[config.mk]
export PLATFORM = sky130hd
export DESIGN_NAME = irq_ctrl
export DESIGN_NICKNAME = d
export VERILOG_FILES = /design/src/rtl/irq_pkg.sv /design/src/rtl/irq_sync.sv /design/src/rtl/irq_ctrl.sv
export SDC_FILE = /design/constraint.sdc
export NUM_CORES = 1
export LEC_CHECK = 0
export BUFFER_PORTS_ARGS = -buffer_cell sky130_fd_sc_hd__buf_2
export CORE_ASPECT_RATIO = 1.2
export CORE_MARGIN = 1.5
export CORE_UTILIZATION = 55
export DETAILED_ROUTE_END_ITERATION = 10
export GPL_TIMING_DRIVEN = 1
export PLACE_DENSITY = 0.84
export SETUP_SLACK_MARGIN = 0.02
export SLEW_MARGIN = 25
export SYNTH_ARGS = -nofsm -noshare
export SYNTH_HDL_FRONTEND = slang
export SYNTH_HIERARCHICAL = 1
export SYNTH_SLANG_ARGS = --single-unit
[constraint.sdc]
create_clock -name clk -period 3.1 [get_ports clk]
set_input_delay 0.62 -clock clk [delete_from_list [all_inputs] [get_ports clk]]
set_output_delay 0.62 -clock clk [all_outputs]
set_load 0.02 [all_outputs]
[src/rtl/irq_pkg.sv]
// Shared definitions for the peripheral interrupt controller:
// default line count, register word offsets and the FSM state type.
package irq_pkg;

    localparam int NUM_IRQ_DEFAULT = 6;

    localparam logic [1:0] IRQ_PEND   = 2'd0;
    localparam logic [1:0] IRQ_MASK   = 2'd1;
    localparam logic [1:0] IRQ_MODE   = 2'd2;
    localparam logic [1:0] IRQ_ACTIVE = 2'd3;

    typedef enum logic [1:0] {
        IDLE,
        ASSERT,
        SERVICE,
        DROP
    } irq_state_t;

endpackage

[src/rtl/irq_sync.sv]
// Single-line request synchroniser with rising-edge detection.
// s is the last synchroniser stage; rise is high for one cycle when s goes 0->1.
module irq_sync #(
    parameter int SYNC_STAGES = 2
) (
    input  logic clk,
    input  logic rst,
    input  logic req,
    output logic s,
    output logic rise
);

    logic [SYNC_STAGES-1:0] chain;
    logic                   s_d;

    // Shift the raw request through the synchroniser and keep one delayed copy for edge detection
    always_ff @(posedge clk or posedge rst) begin
        if (rst) begin
            chain <= '0;
            s_d   <= 1'b0;
        end else begin
            chain <= {chain[SYNC_STAGES-2:0], req};
            s_d   <= chain[SYNC_STAGES-1];
        end
    end

    assign s    = chain[SYNC_STAGES-1];
    assign rise = s & ~s_d;

endmodule

[src/rtl/irq_ctrl.sv]
// Peripheral interrupt controller feeding the CP0 hardware interrupt lines.
// Latches synchronised requests as pending bits (edge or level), masks them,
// and holds the resulting lines towards CP0 until exl is raised or a timeout
// forces a drop/re-assert so CP0 sees a fresh 0->1 change.
module irq_ctrl
    import irq_pkg::*;
#(
    parameter int NUM_IRQ     = NUM_IRQ_DEFAULT,
    parameter int SYNC_STAGES = 2,
    parameter int ACK_TIMEOUT = 64
) (
    input  logic               clk,
    input  logic               rst,
    input  logic [NUM_IRQ-1:0] irq_req,
    input  logic               exl,
    input  logic [1:0]         addr,
    input  logic               we,
    input  logic [31:0]        wd,
    output logic [31:0]        rd,
    output logic [NUM_IRQ-1:0] interrupt
);

    localparam int TMO_W = (ACK_TIMEOUT > 1) ? $clog2(ACK_TIMEOUT) : 1;
    localparam logic [TMO_W-1:0] TMO_LAST = TMO_W'(ACK_TIMEOUT - 1);

    logic [NUM_IRQ-1:0] s;
    logic [NUM_IRQ-1:0] rise;
    logic [NUM_IRQ-1:0] pend;
    logic [NUM_IRQ-1:0] mask;
    logic [NUM_IRQ-1:0] mode;
    logic [NUM_IRQ-1:0] act;
    logic [NUM_IRQ-1:0] snap;
    logic [NUM_IRQ-1:0] w1c;
    logic [2:0]         act_idx;
    logic [TMO_W-1:0]   tmo;
    irq_state_t         state;
    logic               unused_wd;

    for (genvar i = 0; i < NUM_IRQ; i++) begin : g_sync
        irq_sync #(
            .SYNC_STAGES(SYNC_STAGES)
        ) u_sync (
            .clk  (clk),
            .rst  (rst),
            .req  (irq_req[i]),
            .s    (s[i]),
            .rise (rise[i])
        );
    end

    assign w1c       = (we && addr == IRQ_PEND) ? wd[NUM_IRQ-1:0] : '0;
    assign act       = pend & mask;
    assign unused_wd = ^wd[31:NUM_IRQ];

    // Pending bits: edge lines latch on rise and clear on W1C (rise wins), level lines follow s
    always_ff @(posedge clk or posedge rst) begin
        if (rst) begin
            pend <= '0;
        end else begin
            for (int i = 0; i < NUM_IRQ; i++) begin
                if (mode[i]) begin
                    if (rise[i]) begin
                        pend[i] <= 1'b1;
                    end else if (w1c[i]) begin
                        pend[i] <= 1'b0;
                    end
                end else begin
                    pend[i] <= s[i];
                end
            end
        end
    end

    // MASK and MODE configuration registers; only the low NUM_IRQ bits exist
    always_ff @(posedge clk or posedge rst) begin
        if (rst) begin
            mask <= '0;
            mode <= '0;
        end else if (we) begin
            if (addr == IRQ_MASK) begin
                mask <= wd[NUM_IRQ-1:0];
            end
            if (addr == IRQ_MODE) begin
                mode <= wd[NUM_IRQ-1:0];
            end
        end
    end

    // Priority encoder: lowest-numbered active line wins
    always_comb begin
        act_idx = '0;
        for (int i = NUM_IRQ - 1; i >= 0; i--) begin
            if (act[i]) begin
                act_idx = 3'(i);
            end
        end
    end

    // Register read mux
    always_comb begin
        rd = '0;
        case (addr)
            IRQ_PEND:   rd[NUM_IRQ-1:0] = pend;
            IRQ_MASK:   rd[NUM_IRQ-1:0] = mask;
            IRQ_MODE:   rd[NUM_IRQ-1:0] = mode;
            IRQ_ACTIVE: begin
                rd[31]  = |act;
                rd[2:0] = act_idx;
            end
            default:    rd = '0;
        endcase
    end

    // Handshake FSM towards CP0 with registered interrupt lines and acknowledge timeout
    always_ff @(posedge clk or posedge rst) begin
        if (rst) begin
            state     <= IDLE;
            snap      <= '0;
            tmo       <= '0;
            interrupt <= '0;
        end else begin
            case (state)
                IDLE: begin
                    interrupt <= '0;
                    if (|act && !exl) begin
                        snap      <= act;
                        tmo       <= '0;
                        interrupt <= act;
                        state     <= ASSERT;
                    end
                end
                ASSERT: begin
                    snap <= snap | act;
                    if (exl) begin
                        interrupt <= '0;
                        state     <= SERVICE;
                    end else if (tmo == TMO_LAST) begin
                        interrupt <= '0;
                        state     <= DROP;
                    end else begin
                        tmo       <= tmo + 1'b1;
                        interrupt <= snap | act;
                    end
                end
                SERVICE: begin
                    interrupt <= '0;
                    if (!exl) begin
                        state <= IDLE;
                    end
                end
                DROP: begin
                    interrupt <= '0;
                    state     <= IDLE;
                end
                default: begin
                    interrupt <= '0;
                    state     <= IDLE;
                end
            endcase
        end
    end

endmodule

Yosys cells after proc, flatten, opt, wreduce, memory -nomap -nowiden
Cells that the tools add are included.
Word-level totals
  flip-flop bits (word level): 56
  input port bits: 44
  output and inout bits: 38
  logic and storage cells: 113
Cells by class
  add/subtract/negate cells: 1
  eq/ne operators: 18
  multiplexer cells: 43
  bitwise gates (word level): 14
  reductions and logical operators: 13
Operator list (count)
  6-bit two-way mux: 8
  6-bit case mux with 2 select lines: 2
  1-bit two-way mux: 19
  3-bit two-way mux: 6
  3-bit by 1-bit != test with 1-bit output, second input constant: 6
  6-bit case mux with 3 select lines: 1
  3-bit case mux with 4 select lines: 1
  3-bit case mux with 3 select lines: 1
  2-bit equality test, second input constant: 4
  2-bit two-way mux: 4
  2-bit != test, second input constant: 4
  2-bit case mux with 4 select lines: 1
  6-bit by 1-bit adder with 6-bit output, second input constant: 1
  1-bit bitwise AND: 6
  6-bit bitwise AND: 1
  6-bit equality test, second input constant: 1
  1-bit NOT: 6
  6-bit bitwise OR: 1
  2-bit AND reduction: 3
  6-bit OR reduction: 1
  2-bit by 1-bit equality test with 1-bit output, second input constant: 2
  2-bit zero test: 2
  4-bit AND reduction: 1
  3-bit != test, second input constant: 1
  other kinds (5): 6

Logic depth before layout (Yosys ltp)
Gate-level depths: netlist (run 1).
  word-level depth: 8
  gate-level depth with buffers: 6
  depth with buffers taken out: 5

Modules after synthesis
The synthesis (run 1) kept the hierarchy.
Modules (own cells, without submodules)
  irq_ctrl: times used 1, cells an instance 207, area each 2069.5 um^2, sequential area each 950.9 um^2
  irq_sync: times used 6, cells an instance 5, area each 92.6 um^2, sequential area each 75.1 um^2

Worst setup path after synthesis (run 1)
Ideal clock, no wire load.
  kind: input port to output port
  start point: input port addr[0]
  end point: output port rd[3]
  data arrival time: 1.389 ns
  required time: 2.480 ns
  slack: 1.091 ns
  stages: 3
  path buffers: 1
  cell sequence: buf_2 > mux2i_1 > o21ai_0
On the way
  word-level cells in the longest chain between the ends: 2
  elaborated cells between the ends (all ways): 4
  classes of those cells: eq/ne: 2; mux: 1; reduce/logical: 1
RTL lines
  start: declaration: line irq_ctrl.sv:16  | input logic [1:0] addr,
  2-bit equality test, or another cell as far along: line irq_ctrl.sv:102  | case (addr)
  3-bit case mux with 3 select lines *: line irq_ctrl.sv:102
  end: declaration: line irq_ctrl.sv:19  | output logic [31:0] rd,
Every way passes the cells marked *; elsewhere a longest branch is shown, timed or not.

Worst setup path after layout (run 1)
  start point: register pend[3]
  end point: output port rd[1]
On the way
  word-level cells in the longest chain between the ends: 6
RTL lines
  start: declaration: line irq_ctrl.sv:28  | logic [NUM_IRQ-1:0] pend;
  start signal: indexed assignment: line irq_ctrl.sv:68  | pend[i] <= s[i];
  6-bit bitwise AND: line irq_ctrl.sv:52  | assign act = pend & mask;
  3-bit two-way mux (4 in a row): line irq_ctrl.sv:93  | if (act[i]) begin
  3-bit case mux with 4 select lines: line irq_ctrl.sv:102
No other way between the ends.

==> results of run 1 <==
-- per-layer routing --
| metal | global-route usage | vias up |
|---|---|---|
| met5 | 0 | - |
| met4 | 0.0878 | 0 |
| met3 | 0.0358 | 11 |
| met2 | 0.307 | 43 |
| met1 | 0.226 | 824 |
| li1 | - | 842 |
-- cells by family after synthesis --
kind of cell,count (synthesis),synth area share
AO/OA/AOI/OAI,57,0.144
adder cells (fa/ha/maj),1,0.00477
buffers and inverters,40,0.0996
flip-flops,56,0.534
multiplexers,17,0.0753
other,1,0.00143
AND/OR/NAND/NOR,65,0.141
-- flip-flops by register name, summed over array words and instances (netlist names) --
register             count
state                    2
tmo                      6
pend                     6
g_sync.u_sync/chain     12
mode                     6
interrupt                6
g_sync.u_sync/s_d        6
mask                     6
snap                     6
-- through the flow --
| step | power (W) | worst slack (ns) |
|---|---|---|
| 5_1_grt | 0.00204 | 0.554 |
| 3_3_place_gp | 0.00154 | 0.868 |
| 6_report | 0.00192 | 0.627 |
| 2_1_floorplan | 0.00146 | 1.09 |
| 3_5_place_dp | 0.00156 | 0.861 |
| 4_1_cts | 0.00193 | 0.608 |
-- layout by cell type (no fill, tap or decap), drive strengths merged, types with 2 or more instances in the layout --
cell	instances
nor2	13
nor3	2
a41oi	2
inv	10
mux2i	4
nand2b	2
dfrtp	56
a22oi	2
nand3	5
o22ai	6
nor2b	9
clkbuf	6
a41o	2
nand2	26
o21ai	7
conb	25
a21oi	27
mux2	12
a31oi	4
buf	31
and3	3
-- worst max-delay path: stages (launching register included) --
cell and delay [ns]:
dfrtp_1 0.45, a22oi_2 0.36, nor2_1 0.09, mux4_2 0.48, buf_2 0.17
-- worst paths after layout --
| kind | endpoint | cells after the start | slack (ns) | from |
|---|---|---|---|---|
| worst max-delay path | rd[1] | 4 | 0.63 | pend[3] |
| worst min-delay path | g_sync[4].u_sync/chain[0] | 2 | 0.23 | rst |
| worst max register to register | tmo[5] | 5 | 0.98 | tmo[0] |
| worst min register to register | g_sync[1].u_sync/chain[1] | 0 | 0.35 | g_sync[1].u_sync/chain[0] |
| max in group asynchronous | mode[5] | 3 | 2.29 | rst |
| min in group clk | g_sync[1].u_sync/chain[1] | 0 | 0.35 | g_sync[1].u_sync/chain[0] |
-- final cells by class --
type	instances	share of cell area
Clock buffer	6	0.0259
Sequential cell	56	0.501
Inverter	10	0.0134
Multi-Input combinational cell	165	0.376
Timing Repair Buffer	31	0.0563
Tap cell	58	0.0259
Clock inverter	1	0.00179
-- power breakdown --
part           internal [W]  switching (W)
Combinational      0.000223       0.000342
Sequential         0.000871       0.000116
Clock              0.000154       0.000211
Total               0.00125       0.000669
==> run metrics, run 1 <==
status complete, no violations; FMAX 0.404 GHz; Setup violations, final 0; initial antenna violation count 0; Post-CTS Hold Fix Bufs 0; Slew @ Worst Pin 0.834 ns; total track usage 0.183; number of port buffers 30; critical path type reg2out; worst clock skew 0.0112 ns; Max-Cap Viols 0; fill count 386; multi-input logic area 1050 um2; number of synthesized flops with an enable pin 0; Root Buffer clkbuf_8; DR WL met3 160 um; clk sinks 56; placed insts 320; Fin Setup TNS 0 ns; Critical Path RT 2.48 ns; Slew Limit Headroom 0.443; Storage cell area 1400 um2; Finished Cell Area 2800 um2; top cells by area, synth dfrtp_1 (53%), buf_4 (7.1%), a21oi_1 (5.1%); WL per Instance 13.7 um; crit path time final 2.47 ns; DRC viols 0; vias per std cell 5.26; final worst-path cycle share 0.798; Post-CTS Setup Bufs 0; area leader, netlist dfrtp_1; met2 WL post-DR 2300 um; Post-DP HPWL 3260 um; Metal-1 WL 1930 um; # rows 27; max-slew violation count 0; leakage power 1.36 nW; most instantiated library cell after synthesis dfrtp_1; dominant synthesized flop cell dfrtp_1; # IOs 82; worst vdd ir 0.379 mV; Layout Cells excl Fill 327; Die Ht 78.7 um; Async S/R FF share, synth 1.00; H-tree depth 2; largest net degree at the start of global routing 39; Finished Core Util 0.609; clk buf depth 2; library cells used by synthesis 43; Seq/Total Area, Yosys 0.534; Ys Warns 6; P per Cell Area 685 nW/um2; first-pass GRT wire length 7170 um; GR Overflow Total 0; RSZ-0062 raised after global routing no; area share of the largest cell type after synthesis 0.534; CTS tree done; Initial DRT Pass Iterations 4; Critical Path AT 1.85 ns; worst skew pair latency 0.31 ns; startpoint types flip-flop; via count 1720; Core Area 4590 um2; fraction of layout instances using a drive strength above 1 0.242; Synth-to-Final Area Change 6.63%; Max Used Layer met4; routability cong. 0.773; endpoints failing hold 0; vias in the first global route 1550; number of gates resized after cts 0; Mapped Cells 237; CP Capture Type output pin; DIE AREA 5200 um2; #FFs+latches synth 56; synth cell count leaders dfrtp_1 (56), a21oi_1 (27), nand2_1 (26); diodes inserted 0; Final nets 314; Post-Syn Area per Cell 11.1 um2; Initial Util 0.571; Initial DRC Count 101; Chip Width 66.1 um; CP Max Fanout 6; post-place instance area 2720 um2; final wirelength 4490 um; CTS buffer count 5; Routed Antenna Nets 0; Mapped Area 2630 um2; HP Class in2async; Clock transition at path regs 0.08 ns; worst hold slack 0.230 ns
No activity file was read; power rests on OpenSTA's default activity.
==> run 2: changes to the inputs <==
--- a/config.mk
+++ b/config.mk
@@ -8,10 +8,10 @@
 export BUFFER_PORTS_ARGS = -buffer_cell sky130_fd_sc_hd__buf_2
 export CORE_ASPECT_RATIO = 1.2
 export CORE_MARGIN = 1.5
-export CORE_UTILIZATION = 55
+export CORE_UTILIZATION = 46
 export DETAILED_ROUTE_END_ITERATION = 10
 export GPL_TIMING_DRIVEN = 1
-export PLACE_DENSITY = 0.84
+export PLACE_DENSITY = 0.75
 export SETUP_SLACK_MARGIN = 0.02
 export SLEW_MARGIN = 25
 export SYNTH_ARGS = -nofsm -noshare
==> constraint.sdc (replaced) <==
create_clock -name clk -period 2.1 [get_ports clk]
set_input_delay 0.42 -clock clk [delete_from_list [all_inputs] [get_ports clk]]
set_output_delay 0.42 -clock clk [all_outputs]
set_load 0.02 [all_outputs]
==> run metrics, run 2 (synthesis gave the netlist of run 1 again) <==
Pint 0.00206 W (+65%); routability cong. 0.832 (+7.6%); clk sinks 56 (unchanged); Critical Path AT 1.65 ns (-0.20 ns); HP Class in2async; Clk network pwr share 0.221 (+0.030); P per Cell Area 1030 nW/um2 (+51%); Sequential Power Share 0.469 (-0.046); multi-input logic area 1070 um2 (+1.7%); total track usage 0.159 (-0.0243); number of port buffers 30 (unchanged); Critical Path RT 1.68 ns (-0.80 ns); Initial Util 0.486 (-0.0858); Max-Cap Viols 0 (unchanged); power consumption 0.00307 W (+60%); Root Buffer clkbuf_8; Setup violations, final 0 (unchanged); Comb power frac 0.310 (+0.015); RSZ-0062 raised after global routing yes; crit path buf inv count 1 (unchanged); Slew @ Worst Pin 0.594 ns (-0.241 ns); via count 1761 (+2.4%); DIE AREA 6170 um2 (+19%); Initial DRC Count 74 (-27%); P_sw 0.00102 W (+52%); R2R cell count 6 (+1); Synth-to-Final Area Change 13.3%; CP Max Fanout 2 (-4); Fin Setup TNS 0 ns (unchanged); R2R Path End tmo[5]; CTS buffer count 5 (unchanged); CP peak stage delay 0.48 ns (about the same); Critical-path top delay cell mux4_2; worst clock skew 0.00525 ns (-0.00598 ns); clk buf depth 2 (unchanged); Storage cell area 1400 um2 (about the same); Biggest register g_sync.u_sync/chain; initial antenna violation count 0 (unchanged); fill count 485 (+26%); WL per Instance 12.8 um (-6.6%); worst vdd ir 0.583 mV (+54%); diodes inserted 0 (unchanged); commonest non-fill, non-tap cell in the layout dfrtp_1; Initial DRT Pass Iterations 4 (unchanged); fraction of layout instances using a drive strength above 1 0.299 (+0.0577); max FFs per register 12 (unchanged); crit path time final 2.07 ns; largest net degree at the start of global routing 39 (unchanged); Clock transition at path regs 0.09 ns (about the same); Chip Width 72.0 um (+8.9%); Die Ht 85.8 um (+9.0%); final worst-path cycle share 0.985; H-tree depth 2 (unchanged); Post-DP HPWL 3260 um (about the same); Final nets 328 (+4.5%); vias in the first global route 1720 (+11%); FMAX 0.484 GHz; CTS tree done; first-pass GRT wire length 7690 um (+7.2%); GR Overflow Total 0 (unchanged); worst skew pair latency 0.30 ns (about the same); status complete, no violations; vias per std cell 5.09 (-3.2%); Routed Antenna Nets 0 (unchanged); endpoints failing hold 0 (unchanged); DRC viols 0 (unchanged); CP Capture Type output pin; startpoint types flip-flop; most frequent cells in the layout dfrtp_1 (55), buf_2 (28), a21oi_1 (27); flop-to-flop setup slack 0.29 ns (-0.69 ns); leakage power 1.45 nW (+6.5%); Slew Limit Headroom 0.604 (+0.162); Core Area 5410 um2 (+18%); # rows 29 (+7.4%); Post-CTS Hold Fix Bufs 0 (unchanged); cell family with most CP delay multiplexers; critical-path cell list a22oi_2 -> nor2_1 -> mux4_2 -> buf_6; RR Startpoint tmo[0]; final wirelength 4440 um (-1.1%); max-slew violation count 0 (unchanged); critical path type reg2out; # IOs 82 (unchanged); switching share of power 0.331 (-0.0181)
run 2: timing repair:
item,CTS,global route
setup buffers,4,4
hold endpoints to repair,0,0
endpoints found under the setup margin,2,3
gates resized for setup,4,6
pin swaps,0,3
run 2: power groups by stage:
stage	logic [W]	clock network [W]	registers [W]
5_1_grt	0.00106	0.000742	0.00147
3_5_place_dp	0.000865	0	0.00147
6_report	0.000952	0.000680	0.00144
3_3_place_gp	0.000852	0	0.00146
4_1_cts	0.000911	0.000697	0.00144
2_1_floorplan	0.000670	0	0.00148
run 2: cell type report:
class,instances,share of cell area
Inverter,10,0.0126
Tap cell,62,0.0261
Clock inverter,2,0.0118
Clock buffer,6,0.0244
Sequential cell,56,0.472
Timing Repair Buffer,45,0.0938
Multi-Input combinational cell,165,0.360
run 2: how the worst max path moves through the flow:
stage / from / end / depth (start not counted)
final: mask[3] / rd[1] / 4
after global routing: mask[3] / rd[2] / 6
after CTS: pend[3] / rd[2] / 6
after detailed placement: addr[0] / rd[1] / 3
after global placement: addr[0] / rd[1] / 3
after floorplan: pend[3] / rd[1] / 3
run 2: per-stage QoR:
stage | utilization | area, um2 | cells | hold slack [ns] | worst slack [ns]
after floorplan | - | 2720 | 261 | 0.174 | 0.350
after global placement | 0.513 | 2770 | 330 | 0.334 | 0.260
after detailed placement | 0.513 | 2770 | 330 | 0.337 | 0.253
after CTS | 0.541 | 2920 | 342 | 0.0181 | 0.0279
after global routing | 0.550 | 2970 | 346 | 0.0260 | -0.0453
final | 0.550 | 2970 | 346 | 0.0193 | 0.0320
run 2: metal layers:
layer  global-route usage  share of wire  vias up  wire length, um
met2                0.261           0.51       40             2250
met3               0.0435          0.048        9              215
met4               0.0617          0.017        0               76
met5                    0              0        -                0
met1                0.200           0.43      842             1900
li1                     -              -      870                -
==> run 3: changes to the inputs <==
--- a/config.mk
+++ b/config.mk
@@ -7,11 +7,11 @@
 export LEC_CHECK = 0
 export BUFFER_PORTS_ARGS = -buffer_cell sky130_fd_sc_hd__buf_2
 export CORE_ASPECT_RATIO = 1.2
-export CORE_MARGIN = 1.5
-export CORE_UTILIZATION = 46
+export CORE_MARGIN = 3
+export CORE_UTILIZATION = 51
 export DETAILED_ROUTE_END_ITERATION = 10
 export GPL_TIMING_DRIVEN = 1
-export PLACE_DENSITY = 0.75
+export PLACE_DENSITY = 0.79
 export SETUP_SLACK_MARGIN = 0.02
 export SLEW_MARGIN = 25
 export SYNTH_ARGS = -nofsm -noshare
==> constraint.sdc (replaced) <==
create_clock -name clk -period 2.18 [get_ports clk]
set_input_delay 0.436 -clock clk [delete_from_list [all_inputs] [get_ports clk]]
set_output_delay 0.436 -clock clk [all_outputs]
set_load 0.02 [all_outputs]
==> run metrics, run 3 (synthesis gave the netlist of run 1 again) <==
final worst-path cycle share 0.970; fill count 400 (-18%); Die Ht 84.6 um (-1.4%); vias per std cell 5.14 (+1.0%); commonest non-fill, non-tap cell in the layout dfrtp_1; clk buf depth 2 (unchanged); Critical Path RT 1.74 ns (+0.06 ns); post-place instance area 2740 um2 (-0.99%); power consumption 0.00286 W (-7.0%); Post-CTS Hold Fix Bufs 0 (unchanged); final wirelength 4640 um (+4.5%); worst clock skew 0.00742 ns (+0.00217 ns); Routed Antenna Nets 0 (unchanged); CP Capture Type output pin; via count 1722 (-2.2%); Critical Path AT 1.68 ns (+0.03 ns); CTS buffer count 5 (unchanged); worst skew pair latency 0.31 ns (about the same); leakage power 1.40 nW (-3.3%); dpl ws 0.275 ns (+0.0226 ns); final setup margin 0.0655 ns (+0.0335 ns); P per Cell Area 986 nW/um2 (-4.6%); crit path buf inv count 1 (unchanged); Setup violations, final 0 (unchanged); max-slew violation count 0 (unchanged); Final nets 321 (-2.1%); CTS tree done; Root Buffer clkbuf_8; initial antenna violation count 0 (unchanged); FMAX 0.473 GHz; DRC viols 0 (unchanged); total track usage 0.157 (-0.00243); WL per Instance 13.9 um (+8.0%); DIE AREA 6050 um2 (-2.0%); Storage cell area 1410 um2 (+0.18%); Initial DRT Pass Iterations 4 (unchanged); routability cong. 0.829 (-0.34%); Post-DP HPWL 3390 um (+3.9%); Max-Cap Viols 0 (unchanged); # rows 27 (-6.9%); critical-path cell list nand2_2 -> nand2_1 -> nor2_1 -> mux4_2 -> buf_6; GR Overflow Total 0 (unchanged); H-tree depth 2 (unchanged); Biggest register g_sync.u_sync/chain; Initial Util 0.551 (+0.0656); Chip Width 71.5 um (-0.65%); status complete, no violations; Core Area 4760 um2 (-12%); Clock transition at path regs 0.09 ns (about the same); clk sinks 56 (unchanged); CP peak stage delay 0.48 ns (about the same); first-pass GRT wire length 7450 um (-3.1%); RSZ-0062 raised after global routing yes; fraction of layout instances using a drive strength above 1 0.289 (-0.0105); Initial DRC Count 63 (-15%); CP Max Fanout 8 (+6); Slew @ Worst Pin 0.529 ns (-0.0649 ns); Slew Limit Headroom 0.647 (+0.0432); vias in the first global route 1609 (-6.5%); number of port buffers 30 (unchanged); HP Class in2async; Synth-to-Final Area Change 10.4%; worst vdd ir 0.463 mV (-21%); startpoint types flip-flop; multi-input logic area 1070 um2 (-0.23%); max FFs per register 12 (unchanged); Critical-path top delay cell mux4_2; # IOs 82 (unchanged); critical path type reg2out; diodes inserted 0 (unchanged); endpoints failing hold 0 (unchanged); largest net degree at the start of global routing 39 (unchanged); most frequent cells in the layout dfrtp_1 (53), buf_2 (28), a21oi_1 (27); Finished Cell Area 2900 um2 (-2.5%); crit path time final 2.11 ns; cell family with most CP delay multiplexers
[run 3: metal layers]
| metal | up-vias | global-route usage | share of wire |
|---|---|---|---|
| met4 | 0 | 0.0564 | 0.015 |
| li1 | 850 | - | - |
| met1 | 823 | 0.200 | 0.44 |
| met5 | - | 0 | 0 |
| met2 | 43 | 0.258 | 0.51 |
| met3 | 6 | 0.0359 | 0.044 |
[run 3: through the flow]
step           hold WS, ns  setup TNS [ns]   util  instances
2_1_floorplan        0.190               0      -        261
4_1_cts             0.0382        -0.00947  0.599        331
5_1_grt             0.0390        -0.00742  0.609        335
3_3_place_gp         0.334               0  0.576        323
3_5_place_dp         0.336               0  0.576        323
6_report            0.0370               0  0.609        335
[run 3: final timing paths]
path / startpoint / end / slack, ns / cells past startpoint
max in group asynchronous: rst / pend[1] / 1.53 / 3
setup reg to reg: tmo[0] / tmo[5] / 0.36 / 6
hold reg to reg: g_sync[4].u_sync/chain[0] / g_sync[4].u_sync/chain[1] / 0.35 / 0
setup / recovery: pend[0] / rd[1] / 0.07 / 5
hold / removal: rst / g_sync[0].u_sync/chain[0] / 0.04 / 2
min in group clk: irq_req[2] / g_sync[2].u_sync/chain[0] / 0.23 / 1
[run 3: layout make-up]
type | count | area share
clock buffer | 7 | 0.0298
clock inverter | 1 | 0.00259
inverter | 10 | 0.0129
multi-input combinational | 165 | 0.368
sequential | 56 | 0.485
tap | 58 | 0.0250
timing repair buffer | 38 | 0.0768
[run 3: report_power, final]
group / total (W) / internal (W) / switching [W]
clock network: 0.000582 / 0.000259 / 0.000324
registers: 0.00141 / 0.00124 / 0.000170
logic: 0.000866 / 0.000365 / 0.000501
[run 3: timing repair]
item,in CTS,in global routing
buffers inserted,0,4
cloned,0,0
gates resized for setup,5,6
pin swaps,0,3
endpoints found under the setup margin,2,3
